**src/rtl/ibus_copy_engine_if.sv**
```systemverilog
// IBUS connection between the copy-engine master and a peripheral responder.
interface ibus_copy_engine_if;
   logic [31:0] ibus_a;
   logic [31:0] ibus_do;
   logic [31:0] ibus_di;
   logic [3:0]  ibus_ba;
   logic        ibus_we;
   logic        ibus_req;
   logic        ibus_busy;

   modport master (
      output ibus_a, ibus_do, ibus_ba, ibus_we, ibus_req,
      input  ibus_di, ibus_busy
   );

   modport slave (
      input  ibus_a, ibus_do, ibus_ba, ibus_we, ibus_req,
      output ibus_di, ibus_busy
   );
endinterface

```
**src/rtl/ibus_copy_engine.sv**
```systemverilog
// Single-channel IBUS block-copy master: read source element, write destination, repeat.
// Define IBUS_COPY_ADDRMODE_EN to honour SM/DM (fixed vs increment); otherwise both sides increment.
module ibus_copy_engine #(
   parameter int CNT_W = 24
) (
   input  logic               i_clk,
   input  logic               i_rst_n,
   input  logic               i_ce_r,
   input  logic               i_ce_f,
   input  logic               i_res_n,
   input  logic               i_start,
   input  logic               i_abort,
   input  logic [31:0]        i_sar,
   input  logic [31:0]        i_dar,
   input  logic [CNT_W-1:0]   i_tcr,
   input  logic [1:0]         i_size,
   input  logic               i_sm,
   input  logic               i_dm,
   ibus_copy_engine_if.master bus,
   output logic               o_active,
   output logic               o_done,
   output logic               o_err,
   output logic [CNT_W-1:0]   o_remain
);

   typedef enum logic [1:0] {
      ST_IDLE = 2'd0,
      ST_RD   = 2'd1,
      ST_WR   = 2'd2
   } state_t;

   function automatic logic [3:0] f_lanes(input logic [1:0] size, input logic [1:0] ofs);
      logic [3:0] lanes;
      case (size)
         2'd0:    lanes = 4'b1000 >> ofs;
         2'd1:    lanes = ofs[1] ? 4'b0011 : 4'b1100;
         2'd2:    lanes = 4'b1111;
         default: lanes = 4'b0000;
      endcase
      return lanes;
   endfunction

   function automatic logic f_misaligned(input logic [1:0] size, input logic [1:0] ofs);
      logic bad;
      case (size)
         2'd0:    bad = 1'b0;
         2'd1:    bad = ofs[0];
         2'd2:    bad = |ofs;
         default: bad = 1'b1;
      endcase
      return bad;
   endfunction

   // Big-endian lane pick: offset 0 lives in bits 31:24.
   function automatic logic [31:0] f_extract(input logic [1:0] size, input logic [1:0] ofs,
                                             input logic [31:0] di);
      logic [31:0] elem;
      case (size)
         2'd0: begin
            case (ofs)
               2'd0:    elem = {24'h000000, di[31:24]};
               2'd1:    elem = {24'h000000, di[23:16]};
               2'd2:    elem = {24'h000000, di[15:8]};
               default: elem = {24'h000000, di[7:0]};
            endcase
         end
         2'd1:    elem = ofs[1] ? {16'h0000, di[15:0]} : {16'h0000, di[31:16]};
         default: elem = di;
      endcase
      return elem;
   endfunction

   function automatic logic [31:0] f_replicate(input logic [1:0] size, input logic [31:0] elem);
      logic [31:0] data;
      case (size)
         2'd0:    data = {4{elem[7:0]}};
         2'd1:    data = {2{elem[15:0]}};
         default: data = elem;
      endcase
      return data;
   endfunction

   function automatic logic [31:0] f_step(input logic [1:0] size);
      logic [31:0] step;
      case (size)
         2'd0:    step = 32'd1;
         2'd1:    step = 32'd2;
         2'd2:    step = 32'd4;
         default: step = 32'd0;
      endcase
      return step;
   endfunction

   state_t           r_state, w_state_nx;
   logic [31:0]      r_src, w_src_nx;
   logic [31:0]      r_dst, w_dst_nx;
   logic [CNT_W-1:0] r_remain, w_remain_nx;
   logic [1:0]       r_size, w_size_nx;
   logic             r_sm, w_sm_nx;
   logic             r_dm, w_dm_nx;
   logic             r_abort_pend, w_abort_pend_nx;
   logic [31:0]      r_a, w_a_nx;
   logic [31:0]      r_do, w_do_nx;
   logic [3:0]       r_ba, w_ba_nx;
   logic             r_we, w_we_nx;
   logic             r_req, w_req_nx;
   logic             r_active;
   logic             r_done, w_done_nx;
   logic             r_err, w_err_nx;

   logic [31:0]      w_step;
   logic [31:0]      w_src_adv;
   logic [31:0]      w_dst_adv;
   logic [CNT_W-1:0] w_remain_dec;
   logic [31:0]      w_elem;
   logic             w_unused;

   assign w_step       = f_step(r_size);
   assign w_remain_dec = r_remain - {{(CNT_W-1){1'b0}}, 1'b1};
   assign w_elem       = f_extract(r_size, r_src[1:0], bus.ibus_di);

`ifdef IBUS_COPY_ADDRMODE_EN
   assign w_src_adv = r_sm ? r_src : (r_src + w_step);
   assign w_dst_adv = r_dm ? r_dst : (r_dst + w_step);
   assign w_unused  = i_ce_f;
`else
   assign w_src_adv = r_src + w_step;
   assign w_dst_adv = r_dst + w_step;
   assign w_unused  = ^{i_ce_f, r_sm, r_dm};
`endif

   // Next-state and next-output decode for the IDLE/RD/WR sequencer.
   always_comb begin
      w_state_nx      = r_state;
      w_src_nx        = r_src;
      w_dst_nx        = r_dst;
      w_remain_nx     = r_remain;
      w_size_nx       = r_size;
      w_sm_nx         = r_sm;
      w_dm_nx         = r_dm;
      w_abort_pend_nx = r_abort_pend;
      w_a_nx          = r_a;
      w_do_nx         = r_do;
      w_ba_nx         = r_ba;
      w_we_nx         = r_we;
      w_req_nx        = r_req;
      w_done_nx       = 1'b0;
      w_err_nx        = 1'b0;
      case (r_state)
         ST_IDLE: begin
            if (i_start) begin
               w_src_nx        = i_sar;
               w_dst_nx        = i_dar;
               w_remain_nx     = i_tcr;
               w_size_nx       = i_size;
               w_sm_nx         = i_sm;
               w_dm_nx         = i_dm;
               w_abort_pend_nx = 1'b0;
               if (f_misaligned(i_size, i_sar[1:0]) || f_misaligned(i_size, i_dar[1:0])) begin
                  w_err_nx = 1'b1;
               end else begin
                  w_state_nx = ST_RD;
                  w_req_nx   = 1'b1;
                  w_we_nx    = 1'b0;
                  w_a_nx     = i_sar;
                  w_ba_nx    = f_lanes(i_size, i_sar[1:0]);
               end
            end else begin
               w_state_nx = ST_IDLE;
            end
         end
         ST_RD: begin
            if (i_abort) begin
               w_state_nx = ST_IDLE;
               w_err_nx   = 1'b1;
               w_req_nx   = 1'b0;
               w_we_nx    = 1'b0;
               w_ba_nx    = 4'b0000;
            end else if (!bus.ibus_busy) begin
               w_state_nx = ST_WR;
               w_we_nx    = 1'b1;
               w_a_nx     = r_dst;
               w_ba_nx    = f_lanes(r_size, r_dst[1:0]);
               w_do_nx    = f_replicate(r_size, w_elem);
            end else begin
               w_state_nx = ST_RD;
            end
         end
         ST_WR: begin
            // A started write always completes; an abort seen meanwhile is held until then.
            if (!bus.ibus_busy) begin
               w_remain_nx = w_remain_dec;
               w_src_nx    = w_src_adv;
               w_dst_nx    = w_dst_adv;
               if (r_abort_pend || i_abort || (w_remain_dec == '0)) begin
                  w_state_nx      = ST_IDLE;
                  w_req_nx        = 1'b0;
                  w_we_nx         = 1'b0;
                  w_ba_nx         = 4'b0000;
                  w_abort_pend_nx = 1'b0;
                  if (r_abort_pend || i_abort) begin
                     w_err_nx = 1'b1;
                  end else begin
                     w_done_nx = 1'b1;
                  end
               end else begin
                  w_state_nx = ST_RD;
                  w_we_nx    = 1'b0;
                  w_a_nx     = w_src_adv;
                  w_ba_nx    = f_lanes(r_size, w_src_adv[1:0]);
               end
            end else if (i_abort) begin
               w_abort_pend_nx = 1'b1;
            end else begin
               w_state_nx = ST_WR;
            end
         end
         default: begin
            w_state_nx = ST_IDLE;
            w_req_nx   = 1'b0;
            w_we_nx    = 1'b0;
            w_ba_nx    = 4'b0000;
         end
      endcase
   end

   // State and output registers, advancing only on CE_R; RES_N acts as a soft reset.
   always_ff @(posedge i_clk or negedge i_rst_n) begin
      if (!i_rst_n) begin
         r_state      <= ST_IDLE;
         r_src        <= 32'h00000000;
         r_dst        <= 32'h00000000;
         r_remain     <= '0;
         r_size       <= 2'd0;
         r_sm         <= 1'b0;
         r_dm         <= 1'b0;
         r_abort_pend <= 1'b0;
         r_a          <= 32'h00000000;
         r_do         <= 32'h00000000;
         r_ba         <= 4'b0000;
         r_we         <= 1'b0;
         r_req        <= 1'b0;
         r_active     <= 1'b0;
         r_done       <= 1'b0;
         r_err        <= 1'b0;
      end else if (i_ce_r) begin
         if (!i_res_n) begin
            r_state      <= ST_IDLE;
            r_src        <= 32'h00000000;
            r_dst        <= 32'h00000000;
            r_remain     <= '0;
            r_size       <= 2'd0;
            r_sm         <= 1'b0;
            r_dm         <= 1'b0;
            r_abort_pend <= 1'b0;
            r_a          <= 32'h00000000;
            r_do         <= 32'h00000000;
            r_ba         <= 4'b0000;
            r_we         <= 1'b0;
            r_req        <= 1'b0;
            r_active     <= 1'b0;
            r_done       <= 1'b0;
            r_err        <= 1'b0;
         end else begin
            r_state      <= w_state_nx;
            r_src        <= w_src_nx;
            r_dst        <= w_dst_nx;
            r_remain     <= w_remain_nx;
            r_size       <= w_size_nx;
            r_sm         <= w_sm_nx;
            r_dm         <= w_dm_nx;
            r_abort_pend <= w_abort_pend_nx;
            r_a          <= w_a_nx;
            r_do         <= w_do_nx;
            r_ba         <= w_ba_nx;
            r_we         <= w_we_nx;
            r_req        <= w_req_nx;
            r_active     <= (w_state_nx != ST_IDLE);
            r_done       <= w_done_nx;
            r_err        <= w_err_nx;
         end
      end
   end

   assign bus.ibus_a   = r_a;
   assign bus.ibus_do  = r_do;
   assign bus.ibus_ba  = r_ba;
   assign bus.ibus_we  = r_we;
   assign bus.ibus_req = r_req;
   assign o_active     = r_active;
   assign o_done       = r_done;
   assign o_err        = r_err;
   assign o_remain     = r_remain;

endmodule

```
**src/flat_wrapper.sv**
```systemverilog
// flat-port wrapper written by rule: the top's interface ports become plain ports
module ibus_copy_engine_flat 
#(
   parameter int CNT_W = 24
)
  (i_clk, i_rst_n, i_ce_r, i_ce_f, i_res_n, i_start, i_abort, i_sar, i_dar, i_tcr, i_size, i_sm, i_dm, o_active, o_done, o_err, o_remain, bus_ibus_a, bus_ibus_do, bus_ibus_ba, bus_ibus_we, bus_ibus_req, bus_ibus_di, bus_ibus_busy);
  ibus_copy_engine_if bus_i ();
  input  logic i_clk;
  input  logic i_rst_n;
  input  logic i_ce_r;
  input  logic i_ce_f;
  input  logic i_res_n;
  input  logic i_start;
  input  logic i_abort;
  input  logic [31:0] i_sar;
  input  logic [31:0] i_dar;
  input  logic [CNT_W-1:0] i_tcr;
  input  logic [1:0] i_size;
  input  logic i_sm;
  input  logic i_dm;
  output logic o_active;
  output logic o_done;
  output logic o_err;
  output logic [CNT_W-1:0] o_remain;
  output wire logic [$bits(bus_i.ibus_a)-1:0] bus_ibus_a;
  output wire logic [$bits(bus_i.ibus_do)-1:0] bus_ibus_do;
  output wire logic [$bits(bus_i.ibus_ba)-1:0] bus_ibus_ba;
  output wire logic [$bits(bus_i.ibus_we)-1:0] bus_ibus_we;
  output wire logic [$bits(bus_i.ibus_req)-1:0] bus_ibus_req;
  input wire logic [$bits(bus_i.ibus_di)-1:0] bus_ibus_di;
  input wire logic [$bits(bus_i.ibus_busy)-1:0] bus_ibus_busy;
  assign bus_ibus_a = bus_i.ibus_a;
  assign bus_ibus_do = bus_i.ibus_do;
  assign bus_ibus_ba = bus_i.ibus_ba;
  assign bus_ibus_we = bus_i.ibus_we;
  assign bus_ibus_req = bus_i.ibus_req;
  assign bus_i.ibus_di = bus_ibus_di;
  assign bus_i.ibus_busy = bus_ibus_busy;
  ibus_copy_engine #(.CNT_W(CNT_W)) u_core (.i_clk(i_clk), .i_rst_n(i_rst_n), .i_ce_r(i_ce_r), .i_ce_f(i_ce_f), .i_res_n(i_res_n), .i_start(i_start), .i_abort(i_abort), .i_sar(i_sar), .i_dar(i_dar), .i_tcr(i_tcr), .i_size(i_size), .i_sm(i_sm), .i_dm(i_dm), .bus(bus_i), .o_active(o_active), .o_done(o_done), .o_err(o_err), .o_remain(o_remain));
endmodule
```
**config.mk**
```make
export PLATFORM = sky130hd
export DESIGN_NAME = ibus_copy_engine_flat
export DESIGN_NICKNAME = d
export VERILOG_FILES = /design/src/rtl/ibus_copy_engine_if.sv /design/src/rtl/ibus_copy_engine.sv /design/src/flat_wrapper.sv
export SDC_FILE = /design/constraint.sdc
export NUM_CORES = 1
export LEC_CHECK = 0
export BUFFER_PORTS_ARGS = -buffer_cell sky130_fd_sc_hd__clkbuf_2
export CORE_MARGIN = 2
export CORE_UTILIZATION = 25
export CTS_BUF_LIST = sky130_fd_sc_hd__clkbuf_8
export DETAILED_ROUTE_END_ITERATION = 10
export GPL_TIMING_DRIVEN = 0
export HOLD_SLACK_MARGIN = 0.02
export PLACE_DENSITY = 0.43
export RECOVER_POWER = 100
export SYNTH_ARGS = -nofsm -noshare
export SYNTH_HDL_FRONTEND = slang
export SYNTH_SLANG_ARGS = --single-unit
```
**constraint.sdc**
```tcl
create_clock -name i_clk -period 8.6 [get_ports i_clk]
set_clock_uncertainty 0.2 [all_clocks]
set_input_delay 1.72 -clock i_clk [delete_from_list [all_inputs] [get_ports i_clk]]
set_output_delay 1.72 -clock i_clk [all_outputs]
set_load 0.02 [all_outputs]
```
==> out/results.tsv, run 1 <==
stage	metric	value	unit
run_status	status	complete, but fails checks	
run_status	failing checks	capacitance limit, slew limit	
routing	WL/cell	22.85	um
timing	final worst-path cycle share	69.59	%
worst_setup_path	Critical Path AT	5680	ps
cells_and_area	Antenna diodes	0	
global_route	vias in the first global route	11450	
global_route	largest net degree at the start of global routing	90	
worst_setup_path	Crit. Startpoint	i_rst_n	
worst_setup_path	reg2reg end	u_core.bus.ibus_a[28]	
worst_setup_path	Worst path max stage delay	2370	ps
synthesis	syn nets	1536	
clock_tree	Bufs on Longest Clock Path	2	
worst_hold_path	class of the worst hold path	reg2reg	
power_and_ir_drop	pwr dens	183.9	nW/um^2
synthesis	Mapped Avg Cell Area	8.131	um^2
routing	Residual DRC	0	
clock_tree	clock sink count	166	
clock_tree	# hold bufs at CTS	0	
timing	Slew @ Worst Pin	3321	ps
timing	Final setup viols	0	
die	Die X	216.5	um
placed_design	pre-CTS WS	3053	ps
routing	initial DRC count	982	
worst_setup_path	critical path endpoint category	async pin	
cells_and_area	share of cells above drive strength 1	12.40	%
timing	Slew HR	-121.4	%
cells_and_area	fin nets	1780	
global_route	gr ovfl total	0	
placed_design	RD Place Congestion	0.8757	
worst_hold_path	Hold Crit Depth	2	
timing	fin crit period	5984	ps
clock_tree	post-CTS resize count	0	
power_and_ir_drop	VDD IR max	0.09939	mV
timing	Hold Vio Cnt, Final	0	
synthesis	EDFF count, synth	0	
worst_setup_path	worst reg-to-reg setup slack	2800	ps
synthesis	yosys warns	0	
global_route	Overall Global Routing Usage	21.67	%
timing	Final WS setup	2616	ps
clock_tree	setup bufs post-CTS	0	
worst_hold_path	hold wc startpoint	u_core.bus.ibus_do[30]	
clock_tree	CTS Root Cell	clkbuf_8	
clock_tree	Skew-Pair Late Insertion Delay	530	ps
clock_tree	clock-pin slew on the worst setup and hold paths	90	ps
clock_tree	TritonCTS clock tree	done	
worst_setup_path	required time of the worst setup path	8290	ps
synthesis	synth unique cells	74	
global_route	first-pass GRT wire length	75840	um
cells_and_area	most frequent cells in the layout	o21ai_0 (200), clkbuf_1 (197), nand2_1 (185), dfrtp_1 (166), clkbuf_2 (124)	
die	Initial Util	25.41	%
die	I/O pin total	229	
synthesis	async set-reset flop share out of synthesis	100.0	%
cells_and_area	Synth-to-Final Area Change	19.49	%
placed_design	Port Buffers	223	
cells_and_area	Filler cells	4865	
synthesis	mapped cell area	11290	um^2
timing	Final Slew Violations	84	
clock_tree	Num CTS Buffers	17	
worst_setup_path	crit start category	input pin	
routing	via density per instance	5.332	
timing	unrepaired setup endpoints after global routing	false	
routing	WL final	51110	um
worst_setup_path	r2r startpoint	u_core.r_size[0]	
routing	antenna-violating nets left	0	
cells_and_area	commonest non-fill, non-tap cell in the layout	o21ai_0	
die	die area	46860	um^2
worst_setup_path	Slowest-stage cell, CP	clkbuf_1	
die	Core ar.	44410	um^2
die	DIE HEIGHT	216.5	um
routing	drt first pass iters	5	
worst_setup_path	Worst Reg2Reg Path Length in Cells	14	
synthesis	dominant register cell in the synthesized netlist	dfrtp_1	
timing	fmax	167.1	MHz
power_and_ir_drop	P_leak	5.371	nW
synthesis	cells after synthesis	1388	
worst_setup_path	largest fanout on the critical path	89	
synthesis	Yosys reg bits	166	
worst_hold_path	hold endpoint	u_core.bus.ibus_do[30]	
die	# rows	77	
worst_setup_path	critical path class	in2async	
worst_setup_path	critical path, cell by cell	clkbuf_1 -> buf_16 -> clkbuf_1	
clock_tree	H-Tree Depth	4	
placed_design	HPWL Detailed	38260	um
synthesis	register area share after synthesis	36.81	%
global_route	initial antenna violation count	1	
routing	DR vias	11930	
flow_run	Max-cap violations	5	
timing	setup TNS	0	ps
worst_setup_path	Crit path top cell by count	clkbuf_1	
-- area by class of cell --
type / count / area, um^2 / area share [%]
plain buffers: 108 / 411.6 / 3.053
well taps: 592 / 740.7 / 5.493
flip-flops and latches: 166 / 4154 / 30.80
inverters: 36 / 135.1 / 1.002
clock inverters: 13 / 227.7 / 1.689
multi-input cells: 1078 / 6531 / 48.43
repair buffers: 225 / 1023 / 7.590
clock buffers: 19 / 261.5 / 1.939
-- per-layer routing --
| metal | global-route usage, % | routed length, um | up-vias | share of wire, % |
|---|---|---|---|---|
| met5 | 0 | 14 | - | 0.027 |
| li1 | - | - | 5532 | - |
| met3 | 3.551 | 2842 | 63 | 5.6 |
| met4 | 7.306 | 1226 | 2 | 2.4 |
| met2 | 33.58 | 22720 | 481 | 44 |
| met1 | 30.53 | 24300 | 5850 | 48 |
-- worst max path at each step --
stage	slack, ps	depth (start not counted)	endpoint
after floorplan	4920	8	u_core.r_dst[19]
after global placement	2050	1	u_core.bus.ibus_a[23]
after detailed placement	3050	9	u_core.r_dst[11]
after CTS	3600	9	u_core.r_dst[11]
after global routing	1770	3	u_core.bus.ibus_a[9]
final	2620	3	u_core.bus.ibus_a[10]
-- flip-flops by register name, summed over array words and instances, names as in the netlist, 2 cells and up --
register	flops
u_core.bus.ibus_a	32
u_core.r_size	2
u_core.r_state	2
u_core.r_dst	32
u_core.bus.ibus_do	32
u_core.o_remain	24
u_core.r_src	32
u_core.bus.ibus_ba	4
-- power by group --
| part | internal (mW) | switching (mW) |
|---|---|---|
| logic | 0.256 | 0.505 |
| registers | 0.884 | 0.109 |
| clock network | 0.389 | 0.337 |
-- synth_stat cells, drive strengths merged, types with 7 or more instances --
master | number | area [um^2]
o22ai | 7 | 43.79
mux2 | 45 | 506.7
nor3 | 55 | 280.3
xnor2 | 22 | 192.7
and3 | 20 | 125.1
mux4 | 8 | 180.2
o211ai | 9 | 67.56
ha | 14 | 175.2
nor2 | 72 | 270.3
nand2b | 13 | 81.33
a21oi | 88 | 451.7
a211oi | 7 | 57.55
a31oi | 30 | 187.7
buf | 17 | 93.84
o31ai | 7 | 57.55
nor4 | 26 | 187.7
inv | 36 | 135.1
nand2 | 185 | 694.4
nor2b | 40 | 250.2
a22o | 27 | 236.5
mux2i | 14 | 140.1
o21a | 17 | 127.6
o21ai | 201 | 1006
nand4 | 13 | 81.33
nand3 | 54 | 270.3
clkbuf | 91 | 342.8
a22oi | 10 | 75.07
dfrtp | 166 | 4154
-- metrics by stage --
step | instance area, um^2 | cells | hold WS, ps | power [mW] | utilization (%)
after floorplan | 11290 | 1388 | 245.3 | 1.461 | -
after global placement | 13140 | 2203 | 267.8 | 1.780 | 29.59
after detailed placement | 13210 | 2205 | 273.6 | 1.790 | 29.73
final | 13490 | 2237 | 285.8 | 2.481 | 30.36
after global routing | 13490 | 2237 | 309.3 | 2.618 | 30.36
after CTS | 13700 | 2237 | 294.8 | 2.521 | 30.84
-- worst max-delay path: cells and delay by family --
| kind | cells | cell delay [ps] |
|---|---|---|
| buffers and inverters | 3 | 3860 |
-- logic make-up (layout without fill, tap and decap cells) --
logic type               Yosys count  count (layout)  share of synthesized area (%)
AO/OA/AOI/OAI                    458             458                          24.78
XOR/XNOR                          28              28                          2.173
adder cells (fa/ha/maj)           16              16                          1.907
buffers and inverters            144             401                          5.066
AND/OR/NAND/NOR                  509             509                          21.94
multiplexers                      67              67                          7.328
flip-flops                       166             166                          36.81
No activity file was read; power rests on OpenSTA's default activity.
==> inputs of run 2 (changes only) <==
--- a/config.mk
+++ b/config.mk
@@ -5,6 +5,7 @@
 export SDC_FILE = /design/constraint.sdc
 export NUM_CORES = 1
 export LEC_CHECK = 0
+export ABC_AREA = 1
 export BUFFER_PORTS_ARGS = -buffer_cell sky130_fd_sc_hd__clkbuf_2
 export CORE_MARGIN = 2
 export CORE_UTILIZATION = 25
==> constraint.sdc (replaced) <==
create_clock -name i_clk -period 5.6 [get_ports i_clk]
set_clock_uncertainty 0.2 [all_clocks]
set_input_delay 1.12 -clock i_clk [delete_from_list [all_inputs] [get_ports i_clk]]
set_output_delay 1.12 -clock i_clk [all_outputs]
set_load 0.02 [all_outputs]
==> out/results.tsv, run 2 <==
stage	metric	value	unit	change
cells_and_area	fin nets	2014		+13%
worst_setup_path	crit start category	flip-flop		
worst_setup_path	Worst path max stage delay	680	ps	-1690 ps
synthesis	cell taking the most area after synthesis	dfrtp_1		
global_route	gr ovfl total	0		unchanged
clock_tree	TritonCTS clock tree	done		
synthesis	post-synth top area share	37.37	%	+0.56 points
clock_tree	# hold bufs at CTS	0		unchanged
cells_and_area	Synth-to-Final Area Change	18.96	%	
cells_and_area	number of non-filler instances in the completed layout	2472		+11%
clock_tree	CTS Root Cell	clkbuf_8		
clock_tree	Num CTS Buffers	17		unchanged
worst_setup_path	largest fanout on the critical path	14		-84%
clock_tree	setup bufs post-CTS	0		unchanged
synthesis	Mapped Avg Cell Area	6.857	um^2	-16%
timing	Final Slew Violations	76		-9.5%
synthesis	EDFF count, synth	0		unchanged
die	Die X	214.9	um	-0.74%
synthesis	Synth Area in Compound Gates	21.17	%	-3.6 points
synthesis	register area share after synthesis	37.37	%	+0.56 points
global_route	largest net degree at the start of global routing	92		+2.2%
worst_setup_path	CP bufs+invs	3		unchanged
worst_setup_path	critical path, cell by cell	inv_1 -> nor2_1 -> clkbuf_1 -> ha_1 -> inv_1 -> nand3_1 -> nand2_1 -> nand3_1 -> nor2_1 -> nand2_1 -> nor2_1 -> nand2_1 -> nor2_1 -> nand2_1 -> nand3_1 -> o211ai_1 -> o21ai_0		
placed_design	Port Buffers	225		+0.90%
worst_setup_path	required time of the worst setup path	5850	ps	-2440 ps
synthesis	synth unique cells	45		-39%
timing	fin crit period	4621	ps	
power_and_ir_drop	total power	3.662	mW	+48%
power_and_ir_drop	VDD IR max	0.1474	mV	+48%
global_route	first-pass GRT wire length	76630	um	+1.0%
cells_and_area	share of cells above drive strength 1	9.367	%	-3.0 points
placed_design	RD Place Congestion	0.9475		+8.2%
timing	Slew @ Worst Pin	3710	ps	+389.3 ps
global_route	Overall Global Routing Usage	22.16	%	+0.49 points
clock_tree	clock-pin slew on the worst setup and hold paths	100	ps	about the same
synthesis	Post-synth top cells	nand2_1 (395), o21ai_0 (178), dfrtp_1 (166), inv_1 (166), nor2_1 (152)		
worst_setup_path	Slowest-stage cell, CP	clkbuf_1		
synthesis	cells after synthesis	1621		+17%
global_route	initial antenna violation count	5		+4
flow_run	Max-cap violations	1		-4
timing	unrepaired setup endpoints after global routing	false		
cells_and_area	most frequent cells in the layout	nand2_1 (400), o21ai_0 (182), inv_1 (167), dfrtp_1 (166), clkbuf_1 (163)		
cells_and_area	Util after Layout	30.03	%	-0.33 points
synthesis	mux cell area share after synthesis	0.09005	%	-7.2 points
die	# rows	77		unchanged
run_status	status	complete, but fails checks		
routing	Residual DRC	0		unchanged
worst_hold_path	class of the worst hold path	reg2reg		
worst_setup_path	Top delay family on crit path	simple AND/OR/NAND/NOR gates		
synthesis	Adder-Cell Fraction of Synth Area	1.936	%	+0.029 points
routing	initial DRC count	1024		+4.3%
clock_tree	Skew-Pair Late Insertion Delay	530	ps	about the same
routing	via density per instance	5.008		-6.1%
synthesis	most frequent cell after synthesis	nand2_1		
run_status	failing checks	capacitance limit, slew limit		
synthesis	mapped cell area	11120	um^2	-1.5%
timing	Hold Slack	277.3	ps	-8.587 ps
die	DIE HEIGHT	214.9	um	-0.74%
routing	WL final	51370	um	+0.51%
power_and_ir_drop	P_leak	5.939	nW	+11%
clock_tree	H-Tree Depth	4		unchanged
worst_setup_path	Critical Path AT	4870	ps	-810 ps
die	I/O pin total	229		unchanged
routing	drt first pass iters	6		+1
timing	final worst-path cycle share	82.52	%	
synthesis	syn nets	1769		+15%
placed_design	HPWL Detailed	40130	um	+4.9%
worst_setup_path	worst reg-to-reg setup slack	980	ps	-1820 ps
placed_design	placed instance count	2439		+11%
synthesis	Yosys reg bits	166		unchanged
cells_and_area	commonest non-fill, non-tap cell in the layout	nand2_1		
synthesis	dominant register cell in the synthesized netlist	dfrtp_1		
die	die area	46160	um^2	-1.5%
routing	DR vias	12380		+3.8%
worst_setup_path	critical path endpoint category	flip-flop		
worst_setup_path	critical path class	reg2reg		
global_route	vias in the first global route	12120		+5.9%
timing	Slew HR	-147.3	%	-26 points
timing	Final setup viols	0		unchanged
synthesis	ranking of synthesized cells by area	dfrtp_1 (37%), nand2_1 (13%), o21ai_0 (8.0%)		
timing	fmax	216.4	MHz	
timing	Hold Vio Cnt, Final	0		unchanged
clock_tree	Bufs on Longest Clock Path	2		unchanged
power_and_ir_drop	pwr dens	276.9	nW/um^2	+51%
synthesis	largest family of logic cells by synthesized area	simple AND/OR/NAND/NOR gates		
synthesis	yosys warns	0		unchanged
die	Core ar.	44030	um^2	-0.87%
die	Initial Util	25.25	%	-0.16 points
synthesis	async set-reset flop share out of synthesis	100.0	%	unchanged
routing	antenna-violating nets left	0		unchanged
synthesis	Post-Synth Simple-Gate Area	28.55	%	+6.6 points
clock_tree	post-CTS resize count	0		unchanged
routing	WL/cell	20.78	um	-9.0%
clock_tree	clock sink count	166		unchanged
synthesis	XOR/XNOR Fraction of Synth Area	2.364	%	+0.19 points
timing	setup TNS	0	ps	unchanged
## run 2: cell count changes in the layout (fill, tap and decap cells not counted), sizes merged, moves of 31 or more
| cell | before | now |
|---|---|---|
| mux2 | 45 | 0 |
| clkbuf | 340 | 309 |
| nor2b | 40 | 0 |
| nand2 | 185 | 401 |
| inv | 39 | 168 |
| o22ai | 7 | 84 |
| nor2 | 72 | 162 |
| nand3 | 54 | 119 |
## run 2: final cells by class
class | instances | area (um^2)
Fill cell | 5014 | 30810
Sequential cell | 166 | 4154
Inverter | 170 | 638.1
Timing Repair Buffer | 226 | 1039
Clock buffer | 20 | 275.3
Tap cell | 592 | 740.7
Multi-Input combinational cell | 1211 | 5977
Antenna cell | 1 | 2.502
Buffer | 74 | 292.8
Clock inverter | 12 | 103.9
## run 2: path summary, 6_finish.rpt
| path | from | cells after the start | to |
|---|---|---|---|
| max reg2reg | u_core.r_size[0] | 17 | u_core.r_dst[17] |
| max in group asynchronous | i_rst_n | 1 | u_core.bus.ibus_do[22] |
| min reg2reg | u_core.bus.ibus_a[18] | 2 | u_core.bus.ibus_a[18] |
| min in group asynchronous | i_rst_n | 1 | u_core.bus.ibus_a[26] |
| max | u_core.r_size[0] | 17 | u_core.r_dst[17] |
| min | u_core.bus.ibus_a[18] | 2 | u_core.bus.ibus_a[18] |
## run 2: cell families (layout without fill, tap and decap cells)
group           Yosys count  in the layout
buf+inv                 244            502
simple gates            748            748
other cells               0              1
xor+xnor                 30             30
flops                   166            166
mux                       1              1
compound gates          416            416
fa+ha+maj                16             16
## run 2: worst reg2reg max path, cell delays in order, from the launching register on
cell and delay (ps):
dfrtp_1 470, inv_1 100, nor2_1 480, clkbuf_1 690, ha_1 370, inv_1 50
nand3_1 50, nand2_1 120, nand3_1 130, nor2_1 330, nand2_1 190, nor2_1 490
nand2_1 250, nor2_1 260, nand2_1 80, nand3_1 90, o211ai_1 90, o21ai_0 100
## run 2: power by group
group          total (mW)  switching [mW]  internal (mW)
Clock               0.911           0.528          0.384
Sequential           1.55           0.184           1.36
Combinational        1.21           0.850          0.355
Total                3.66            1.56           2.10
## run 2: metrics by stage
step,worst slack [ps],area [um^2]
CTS,906.4,13400
detailed placement,964.4,13020
finish,978.9,13220
global placement,-512.8,12980
global route,589.4,13220
floorplan,2489,11120
## run 2: layer usage
metal / GRT usage [%] / part of all wire (%) / vias to the layer above
li1: - / - / 5954
met1: 31.11 / 47 / 5951
met2: 33.95 / 44 / 397
met3: 3.694 / 5.5 / 77
met4: 8.495 / 2.9 / 2
met5: 0 / 0.025 / -
==> inputs of run 3 (changes only) <==
--- a/config.mk
+++ b/config.mk
@@ -13,7 +13,7 @@
 export DETAILED_ROUTE_END_ITERATION = 10
 export GPL_TIMING_DRIVEN = 0
 export HOLD_SLACK_MARGIN = 0.02
-export PLACE_DENSITY = 0.43
+export PLACE_DENSITY = 0.44
 export RECOVER_POWER = 100
 export SYNTH_ARGS = -nofsm -noshare
 export SYNTH_HDL_FRONTEND = slang
==> constraint.sdc (replaced) <==
create_clock -name i_clk -period 4.2 [get_ports i_clk]
set_clock_uncertainty 0.2 [all_clocks]
set_input_delay 0.84 -clock i_clk [delete_from_list [all_inputs] [get_ports i_clk]]
set_output_delay 0.84 -clock i_clk [all_outputs]
set_load 0.02 [all_outputs]
==> out/results.tsv, run 3 (synthesized netlist as in run 2, its figures left out) <==
stage	metric	value	unit	change
die	Initial Util	25.25	%	unchanged
worst_setup_path	worst reg-to-reg setup slack	340	ps	-640 ps
routing	WL final	51250	um	-0.23%
placed_design	Port Buffers	225		unchanged
routing	M1 WL	24040	um	-0.92%
worst_setup_path	Top delay family on crit path	simple AND/OR/NAND/NOR gates		
worst_hold_path	Hold Crit Depth	2		unchanged
global_route	first-pass GRT wire length	77120	um	+0.64%
cells_and_area	commonest non-fill, non-tap cell in the layout	nand2_1		
worst_setup_path	critical path endpoint category	flip-flop		
die	die area	46160	um^2	unchanged
timing	Final setup viols	0		unchanged
die	# rows	77		unchanged
power_and_ir_drop	P_leak	5.970	nW	+0.52%
worst_setup_path	Critical Path AT	4050	ps	-820 ps
routing	met2 wire len	23000	um	+1.0%
worst_setup_path	Worst path max stage delay	460	ps	-220 ps
routing	routed length on met3	2729	um	-4.2%
global_route	vias in the first global route	12290		+1.4%
timing	Final WS setup	339.9	ps	-639.1 ps
flow_run	Max-cap violations	1		unchanged
cells_and_area	share of cells above drive strength 1	9.798	%	+0.43 points
routing	Residual DRC	0		unchanged
placed_design	pre-CTS WS	-431.1	ps	-1396 ps
die	Die X	214.9	um	unchanged
routing	WL/cell	20.73	um	-0.23%
clock_tree	TritonCTS clock tree	done		
worst_setup_path	crit start category	flip-flop		
routing	antenna-violating nets left	0		unchanged
global_route	Overall Global Routing Usage	22.17	%	about the same
worst_hold_path	hold endpoint	u_core.bus.ibus_a[26]		
global_route	largest net degree at the start of global routing	90		-2.2%
placed_design	HPWL Detailed	39890	um	-0.61%
worst_setup_path	CP bufs+invs	3		unchanged
global_route	gr ovfl total	0		unchanged
timing	Final Slew Violations	79		+3.9%
worst_setup_path	Worst Reg2Reg Path Length in Cells	17		unchanged
clock_tree	Skew-Pair Late Insertion Delay	530	ps	about the same
clock_tree	Num CTS Buffers	17		unchanged
worst_setup_path	critical path, cell by cell	nor2_1 -> clkbuf_2 -> ha_1 -> inv_1 -> fa_1 -> inv_1 -> nand2_1 -> nand2_1 -> nand4_1 -> nor2_1 -> nand4_1 -> nor2_2 -> nand3_1 -> o21ai_0 -> nand3_1 -> nand2_1 -> o21ai_0		
worst_setup_path	Slowest-stage cell, CP	dfrtp_1		
worst_setup_path	reg2reg end	u_core.r_dst[28]		
worst_setup_path	critical path class	reg2reg		
clock_tree	clock sink count	166		unchanged
worst_setup_path	Crit path top cell by count	nand2_1		
die	DIE HEIGHT	214.9	um	unchanged
run_status	status	complete, but fails checks		
clock_tree	H-Tree Depth	4		unchanged
power_and_ir_drop	VDD IR max	0.1444	mV	-2.1%
clock_tree	clock-pin slew on the worst setup and hold paths	90	ps	about the same
worst_setup_path	r2r startpoint	u_core.r_size[0]		
clock_tree	Bufs on Longest Clock Path	2		unchanged
die	Core ar.	44030	um^2	unchanged
placed_design	RD Place Congestion	0.9587		+1.2%
timing	unrepaired setup endpoints after global routing	false		
clock_tree	CTS Root Cell	clkbuf_8		
worst_hold_path	hold wc startpoint	u_core.bus.ibus_a[26]		
timing	Hold Vio Cnt, Final	0		unchanged
routing	Top Metal Used	met4		
worst_hold_path	class of the worst hold path	reg2reg		
cells_and_area	fin nets	2014		unchanged
timing	fmax	259.1	MHz	+20%
timing	Hold Slack	276.9	ps	-0.3720 ps
die	I/O pin total	229		unchanged
power_and_ir_drop	pwr dens	375.6	nW/um^2	+36%
timing	final worst-path cycle share	91.91	%	+9.4 points
routing	initial DRC count	1057		+3.2%
clock_tree	# hold bufs at CTS	0		unchanged
routing	via density per instance	5.025		+0.33%
cells_and_area	most frequent cells in the layout	nand2_1 (400), o21ai_0 (182), inv_1 (169), dfrtp_1 (166), clkbuf_1 (160)		
cells_and_area	Util after Layout	30.12	%	+0.085 points
routing	DR vias	12420		+0.33%
worst_setup_path	required time of the worst setup path	4390	ps	-1460 ps
cells_and_area	Synth-to-Final Area Change	19.29	%	
routing	drt first pass iters	6		unchanged
global_route	initial antenna violation count	2		-3
timing	Slew HR	-38.14	%	+110 points
worst_setup_path	largest fanout on the critical path	11		-3
timing	Slew @ Worst Pin	2072	ps	-1638 ps
timing	fin crit period	3860	ps	-760.9 ps
run_status	failing checks	capacitance limit, slew limit		
-- run 3: changes by cell type in the layout (fill, tap and decap cells not counted), sizes merged --
cell,before,now
buf,10,7
bufinv,1,3
clkbuf,309,314
clkinv,8,6
clkinvlp,5,2
diode,1,2
dlymetal6s4s,1,0
inv,168,169
-- run 3: layout make-up --
class / instances / area [um^2]
fillers: 5036 / 30770
multi-input cells: 1211 / 5991
flip-flops and latches: 166 / 4154
repair buffers: 226 / 1011
well taps: 592 / 740.7
inverters: 170 / 638.1
plain buffers: 74 / 301.5
clock buffers: 21 / 289.0
clock inverters: 10 / 130.1
diodes: 2 / 5.005
-- run 3: metal layers --
metal  up-vias  global-route usage, %
li1       5978                      -
met2       428                  34.63
met5         -                      0
met1      5951                  30.82
met4         0                  8.218
met3        65                  3.454
-- run 3: what timing repair did --
item                       in CTS  in global routing
gates cloned                    0                  0
gates resized for setup         3                  6
buffers inserted                0                  0
setup endpoints to repair      21                 11
-- run 3: worst reg2reg max path, cell delays in order, from the launching register on --
cell,delay [ps]
dfrtp_1,460
nor2_1,230
clkbuf_2,330
ha_1,240
inv_1,60
fa_1,400
inv_1,70
nand2_1,40
nand2_1,100
nand4_1,250
nor2_1,280
nand4_1,200
nor2_2,250
nand3_1,180
o21ai_0,200
nand3_1,100
nand2_1,80
o21ai_0,70
-- run 3: how the worst max path moves through the flow --
stage | from | endpoint | slack [ps] | cells after the start
after global routing | i_rst_n | u_core.o_remain[21] | 30 | 2
after CTS | u_core.r_size[0] | u_core.bus.ibus_a[30] | 50 | 16
after floorplan | u_core.r_size[0] | u_core.r_dst[17] | 1090 | 16
final | u_core.r_size[0] | u_core.r_dst[28] | 340 | 17
after detailed placement | u_core.r_size[0] | u_core.bus.ibus_a[30] | -430 | 16
after global placement | i_rst_n | u_core.o_remain[6] | -1620 | 1
-- run 3: power by group --
group	switching, mW	internal, mW	total (mW)	leakage [nW]
Clock	0.674	0.641	1.31	0.218
Sequential	0.242	1.82	2.06	2.20
Combinational	1.14	0.472	1.61	3.55
Total	2.05	2.93	4.98	5.97
-- run 3: per-stage QoR --
| step | TNS (ps) | total power, mW | area [um^2] | cells |
|---|---|---|---|---|
| after floorplan | 0 | 3.054 | 11120 | 1621 |
| after global placement | -266350 | 3.729 | 12980 | 2438 |
| after detailed placement | -3552 | 3.740 | 13020 | 2439 |
| after CTS | 0 | 5.069 | 13440 | 2470 |
| after global routing | 0 | 5.290 | 13260 | 2471 |
| final | 0 | 4.980 | 13260 | 2472 |
